## config.mk

```make
export PLATFORM = sky130hd
export DESIGN_NAME = prescaler_detect
export DESIGN_NICKNAME = d
export VERILOG_FILES = /design/src/rtl/prescaler_detect.sv
export SDC_FILE = /design/constraint.sdc
export NUM_CORES = 1
export LEC_CHECK = 0
export ABC_AREA = 1
export ABC_CLOCK_PERIOD_IN_PS = 1800
export BUFFER_PORTS_ARGS = -buffer_cell sky130_fd_sc_hd__buf_2
export CAP_MARGIN = 20
export CORE_MARGIN = 1
export CORE_UTILIZATION = 35
export DETAILED_ROUTE_END_ITERATION = 12
export HOLD_SLACK_MARGIN = 0.06
export PLACE_DENSITY = 0.6
export SLEW_MARGIN = 20
export SYNTH_ARGS = -nofsm -noshare
export SYNTH_HDL_FRONTEND = slang
export SYNTH_SLANG_ARGS = --single-unit
```

## constraint.sdc

```tcl
create_clock -name clk -period 1.8 [get_ports clk]
set_input_delay 0.27 -clock clk [delete_from_list [all_inputs] [get_ports clk]]
set_output_delay 0.27 -clock clk [all_outputs]
set_load 0.005 [all_outputs]
```

## src/rtl/prescaler_detect.sv

```systemverilog
// Measures the period of a divided-clock input, decodes it to the 3-bit prescaler code and qualifies it with a lock flag.
// Optional macro PRESCALER_DETECT_SYNC_EN adds a 2-flop input synchronizer for asynchronous sources.
module prescaler_detect #(
    parameter int unsigned LOCK_COUNT = 2
) (
    input  logic       clk,
    input  logic       rst,
    input  logic       sig_in,
    output logic       period_valid,
    output logic [5:0] period_out,
    output logic [2:0] conf_out,
    output logic       locked,
    output logic       err
);
    localparam int unsigned CW = 6;
    localparam int unsigned MW = 3;
    localparam logic [CW-1:0] CNT_MAX = CW'(63);
    localparam logic [MW-1:0] LOCK_N = MW'(LOCK_COUNT);

    typedef enum logic [1:0] {IDLE, MEASURE, TRACK} state_t;

    state_t        state;
    logic          sig_q;
    logic          sig_d;
    logic          edge_s;
    logic [CW-1:0] cnt;
    logic [MW-1:0] match_cnt;
    logic [2:0]    cand;
    logic [2:0]    code_c;
    logic          code_valid_c;
    logic [MW-1:0] match_next_c;

    // Input stage: a single register, or a two-flop synchronizer
`ifdef PRESCALER_DETECT_SYNC_EN
    logic sync1;
    always_ff @(posedge clk) begin
        if (rst) begin
            sync1 <= 1'b0;
            sig_q <= 1'b0;
        end else begin
            sync1 <= sig_in;
            sig_q <= sync1;
        end
    end
`else
    always_ff @(posedge clk) begin
        if (rst) sig_q <= 1'b0;
        else     sig_q <= sig_in;
    end
`endif

    // Registered rising-edge strobe
    always_ff @(posedge clk) begin
        if (rst) begin
            sig_d  <= 1'b0;
            edge_s <= 1'b0;
        end else begin
            sig_d  <= sig_q;
            edge_s <= sig_q & ~sig_d;
        end
    end

    // Decode of the period being captured and the resulting match count
    always_comb begin
        code_c = 3'd0;
        case (cnt)
            CW'(2):  code_c = 3'd1;
            CW'(4):  code_c = 3'd2;
            CW'(8):  code_c = 3'd3;
            CW'(16): code_c = 3'd4;
            CW'(32): code_c = 3'd5;
            default: code_c = 3'd0;
        endcase
        code_valid_c = (code_c != 3'd0);
        match_next_c = MW'(1);
        if (code_c == cand) begin
            match_next_c = (match_cnt >= LOCK_N) ? LOCK_N : MW'(match_cnt + MW'(1));
        end
    end

    always_ff @(posedge clk) begin
        if (rst) begin
            state        <= IDLE;
            cnt          <= '0;
            match_cnt    <= '0;
            cand         <= 3'd0;
            period_valid <= 1'b0;
            period_out   <= '0;
            conf_out     <= 3'd0;
            locked       <= 1'b0;
            err          <= 1'b0;
        end else begin
            period_valid <= 1'b0;
            err          <= 1'b0;

            if (edge_s)               cnt <= CW'(1);
            else if (cnt != CNT_MAX)  cnt <= CW'(cnt + CW'(1));

            case (state)
                IDLE: begin
                    if (edge_s) state <= MEASURE;
                end
                MEASURE, TRACK: begin
                    if (edge_s) begin
                        // A capture wins over a simultaneous timeout; 63 then decodes as invalid
                        state        <= TRACK;
                        period_valid <= 1'b1;
                        period_out   <= cnt;
                        if (!code_valid_c) begin
                            err       <= 1'b1;
                            match_cnt <= '0;
                            locked    <= 1'b0;
                            cand      <= 3'd0;
                        end else begin
                            cand      <= code_c;
                            match_cnt <= match_next_c;
                            if (match_next_c == LOCK_N) begin
                                locked   <= 1'b1;
                                conf_out <= code_c;
                            end else begin
                                locked   <= 1'b0;
                            end
                        end
                    end else if (cnt == CNT_MAX) begin
                        state     <= IDLE;
                        err       <= 1'b1;
                        locked    <= 1'b0;
                        match_cnt <= '0;
                    end
                end
                default: state <= IDLE;
            endcase
        end
    end
endmodule

```

# Word-level counts from Yosys, hierarchy flattened
# Index checks and enable logic that the tools add are counted.
# totals
output_inout_bits	12
elab_cells	64
regBits	29
romBits	0
latch_bits	0
ramBits	0
mem_count	0
# classes
div	0
eq_ne	13
n_reduce_logical	11
n_mux	21
order_cmp	1
mul	0
n_bitwise	3
shift	0
n_addsub	2
# op_table
op	count
2-to-1 mux 3 bit	6
case mux 3 bit (5 select lines)	1
equality test 6 bit (second input constant)	2
2-to-1 mux 1 bit	10
adder 6 x 1 -> 6 bit (second input constant)	1
equality test 6 x 2 -> 1 bit (second input constant)	1
equality test 6 x 3 -> 1 bit (second input constant)	1
equality test 6 x 4 -> 1 bit (second input constant)	1
equality test 6 x 5 -> 1 bit (second input constant)	1
2-to-1 mux 2 bit	3
!= test 6 bit (second input constant)	1
AND reduction 2 bit	3
OR reduction 2 bit	3
case mux 2 bit (2 select lines)	1
AND reduction 4 bit	1
nonzero test 2 bit	2
adder 3 x 1 -> 3 bit (second input constant)	1
equality test 3 x 2 -> 1 bit (second input constant)	1
equality test 3 bit	1
greater-or-equal comparator 3 x 2 -> 1 bit (second input constant)	1
!= test 3 bit (second input constant)	1
nonzero test 3 bit	1
equality test 2 x 1 -> 1 bit (second input constant)	1
equality test 2 bit (second input constant)	1
4 further kinds	5

# Depth between registers and ports, before layout
# depth
word_depth	8
depth_mapped	13

# Least setup slack after synthesis
# No wires, ideal clock.
# synth_timing
path_kind	register -> register
from	register cnt[0]
to	register conf_out[0]
t_arrival_ns	1.619
required_time_ns	1.685
slack_ns	0.066
setup_ns	0.115
path_stages_with_launch	14
cell_sequence	dfxtp_1 inv_1 ha_1 inv_1 nor3_1 nand2_1 nand2_1 nand2_2 nor2_4 nand4_2 nor2_4 nand3_1 nand2_1 nor2_1
# synth_between
elab_chain_len	6
elab_cells_between_ends	11
classes_between	eq/ne (7); mux (2); reduce/logical (2)
# synth_rtl
element	line_no	rtl
start, declared	26	logic [CW-1:0] cnt;
start signal, assigned	97	else if (cnt != CNT_MAX) cnt <= CW'(cnt + CW'(1));
equality test 6 bit (tied with other cells)	66	case (cnt)
case mux 3 bit (5 select lines) (*)	66	
equality test 3 bit	76	if (code_c == cand) begin
2-to-1 mux 3 bit	76	
equality test 3 x 2 -> 1 bit	117	if (match_next_c == LOCK_N) begin
AND reduction 4 bit (no line)	--	
end signal, assigned	119	conf_out <= code_c;
end, declared	11	output logic [2:0] conf_out,
# Every way passes the cells marked *; elsewhere a longest branch is shown, timed or not.
# A chain may end at the register's enable or synchronous reset.

# Worst setup path after layout
# layout_timing
from	register cnt[1]
to	register conf_out[0]
# The elaborated chain is that of the path after synthesis.

==> out/qor.yml <==
hold_violations: 0
synthesis.area_um2: 1330
gp_congestion: 0.788
viasPerCell: 4.71
vias: 1214
finalSetupViolations: 2
netlist_instances: 182
io_buffers: 14
clockBufferDepth: 2
cp.required_ps: 1970
worstSetupStartpointType: "register"
violations: "negative setup slack"
grt_usage_pct: 14.9
drt_iter0_drc: 35
outcome: "complete, but fails checks"
cts_tree: "done"
io_pins: 15
nFillCells: 365
grt_pass1_wl_um: 4510
path_cells: "inv_2 -> ha_4 -> inv_4 -> nor3_4 -> nand2_2 -> nand2_2 -> nand2_2 -> nor2_4 -> nand4_4 -> nor2_4 -> nand3_2 -> nand2_1 -> nor2_1"
critPathSlowestCell: "dfxtp_2"
worstSetupEndpoint: "conf_out[0]$_SDFFE_PP0P_"
critical_path_class: "reg2reg"
antenna_found_initial: 0
tns_ps: -11.2
grt_remaining_overflow: 0
antennaDiodeCount: 0
async_reset_ff_share_pct: 0
fmax_mhz: 553
synth_most_common_cell: "nand2_1"
die_y_um: 63.6
drive_above_1_share_pct: 27.8
synth_flop_cell: "dfxtp_1"
arrival_ps: 1980
synth-edff-count: 0
final_core_util_pct: 48.8
seq_area_frac_synth_pct: 43.8
routedWlPerCell_um: 10.5
crit_start: "cnt[1]$_SDFFE_PP0N_"
timing.final.ws_setup_ps: -8.30
area_growth_pct: 27.7
path_max_fanout: 7
dr.pass1.iters: 4
synth_top_area_cell: "dfxtp_1"
ys_warn_count: 0
numCtsBuffers: 5
fin_nets: 220
synth.distinct_cells: 21
max_slew_margin_pct: 76.4
route.detailed.drc: 0
r2r-start: "cnt[1]$_SDFFE_PP0N_"
switching_share_pct: 23.2
synth_common_cells: "nand2_1 (32), dfxtp_1 (29), a21oi_1 (23), inv_1 (23), nor2_1 (21)"
fp.dieW_um: 63.6
r2r_cells: 13
reg2reg_to: "conf_out[0]$_SDFFE_PP0P_"
grt_setup_unrepaired: "true"
crit_top_cell: "nand2_2"
ys_seq_elements: 29
period_needed_ps: 1810
p_switching_mw: 0.306
wirelength_um: 2700
worst-path-stages: 13
cap_violations: 0
ys_top_cells_by_area: "dfxtp_1 (44%), nand2_1 (9.1%), a21oi_1 (8.7%), inv_1 (6.5%), nor2_1 (5.9%)"
power.density_nw_per_um2: 778
comb_power_share_pct: 9.4
sequentialPowerShare_pct: 50.4
max_slew.worst_pin.slew_ps: 352
drtAntennaViolNets: 0
path_clk_slew_ps: 60
hold_path.class: "in2reg"
internal_power_mw: 1.01
peakVddDrop_v: 0.000356
r2r_setup_slack_ps: -8
grt_pass1_vias: 1074
clock_tree.root_cell: "clkbuf_8"
synth_nets: 190
clk_latency_ps: 280
syn_avg_cell_area_um2: 7.29
grt_start_max_net_pins: 18
path_delay_family: "simple AND/OR/NAND/NOR gates"
die_area_um2: 4040
hpwl_um: 1890
finClkSkew_ps: 3.82
coreArea_um2: 3470
std_cell_rows: 21
cts_sinks: 29
p_leak_nw: 0.739
clockPowerShare_pct: 40.2
dp.cells: 249
crit_path_end_kind: "register"
htreeDepth: 2
start_util_pct: 38.2
max_stage_delay_ps: 330
synth_top_area_share_pct: 43.8
finalPower_mw: 1.32
post_layout_nonfiller_instances: 258
post-route-period-util_pct: 100
path_buf_inv: 2
finalMaxSlewViolations: 0
## registers in the layout, summed over array words and instances (netlist names)
signal	flops
period_out	6
err	1
sig_q	1
match_cnt	3
locked	1
cnt	6
edge_s	1
period_valid	1
state	2
cand	3
sig_d	1
conf_out	3
## cell usage in the layout (no fill, tap or decap), types with 4 or more instances in the layout
| master | count |
|---|---|
| buf_4 | 13 |
| ha_1 | 4 |
| inv_2 | 5 |
| nand2_1 | 29 |
| clkbuf_8 | 6 |
| a21oi_1 | 23 |
| nor2_1 | 21 |
| dfxtp_1 | 25 |
| o21ai_0 | 11 |
| nand3_1 | 9 |
| inv_1 | 20 |
| buf_2 | 14 |
| nand2_2 | 4 |
| dfxtp_2 | 4 |
## layer usage
layer	track usage, %	up-vias	part of all wire [%]
li1	-	648	-
met2	23.9	23	46
met3	5.43	7	4.8
met5	0	-	0
met4	9.66	0	2.9
met1	16.5	536	46
## metrics by stage
stage / hold slack, ps / setup slack [ps] / instance area (µm²)
2_1_floorplan: 339 / 66.2 / 1330
3_3_place_gp: 380 / -8.21 / 1520
3_5_place_dp: 393 / -24.2 / 1520
4_1_cts: 192 / 8.84 / 1610
5_1_grt: 191 / -136 / 1690
6_report: 197 / -8.30 / 1690
## final cells by class
| cell class | instances | area [µm²] | share of cell area [%] |
|---|---|---|---|
| Multi-Input combinational cell | 122 | 693 | 40.9 |
| Sequential cell | 29 | 586 | 34.6 |
| Timing Repair Buffer | 27 | 168 | 9.90 |
| Tap cell | 46 | 57.6 | 3.40 |
| Clock buffer | 7 | 86.3 | 5.10 |
| Inverter | 27 | 104 | 6.13 |
## kinds of logic (layout without fill, tap and decap cells)
logic type	Yosys count	count (layout)	synth area share, %
flip-flops	29	29	43.8
AO/OA/AOI/OAI	38	38	14.8
adder cells (fa/ha/maj)	5	5	4.72
AND/OR/NAND/NOR	79	79	27.9
buffers and inverters	31	61	8.77
## worst min-delay path by stage
| stage | start | end | slack, ps | depth (start not counted) |
|---|---|---|---|---|
| after floorplan | rst | state[0]$_SDFFE_PP0P_ | 340 | 1 |
| after global placement | sig_d$_SDFF_PP0_ | edge_s$_SDFF_PP0_ | 380 | 1 |
| after detailed placement | sig_d$_SDFF_PP0_ | edge_s$_SDFF_PP0_ | 390 | 1 |
| after CTS | sig_in | sig_q$_SDFF_PP0_ | 190 | 3 |
| after global routing | sig_in | sig_q$_SDFF_PP0_ | 190 | 3 |
| final | sig_in | sig_q$_SDFF_PP0_ | 200 | 3 |
## what timing repair did
action                                  CTS  global route
hold buffers                              0             0
buffers inserted                          0             2
resized for setup                         1            19
gates cloned                              0             0
endpoints found under the setup margin    3             6
pin swaps                                 1            11
## worst reg2reg max path, stage by stage (launching register included)
cell,delay [ps]
dfxtp_2,330
inv_2,80
ha_4,150
inv_4,40
nor3_4,180
nand2_2,100
nand2_2,80
nand2_2,60
nor2_4,170
nand4_4,110
nor2_4,230
nand3_2,80
nand2_1,60
nor2_1,40
## power groups by stage
| stage | combinational [mW] | clock [mW] | sequential, mW |
|---|---|---|---|
| global placement | 0.101 | 0 | 0.676 |
| CTS | 0.102 | 0.543 | 0.663 |
| detailed placement | 0.101 | 0 | 0.677 |
| global route | 0.139 | 0.581 | 0.666 |
| floorplan | 0.0646 | 0 | 0.675 |
| finish | 0.124 | 0.530 | 0.665 |
Note: power is estimated with default switching activity, not from simulation.
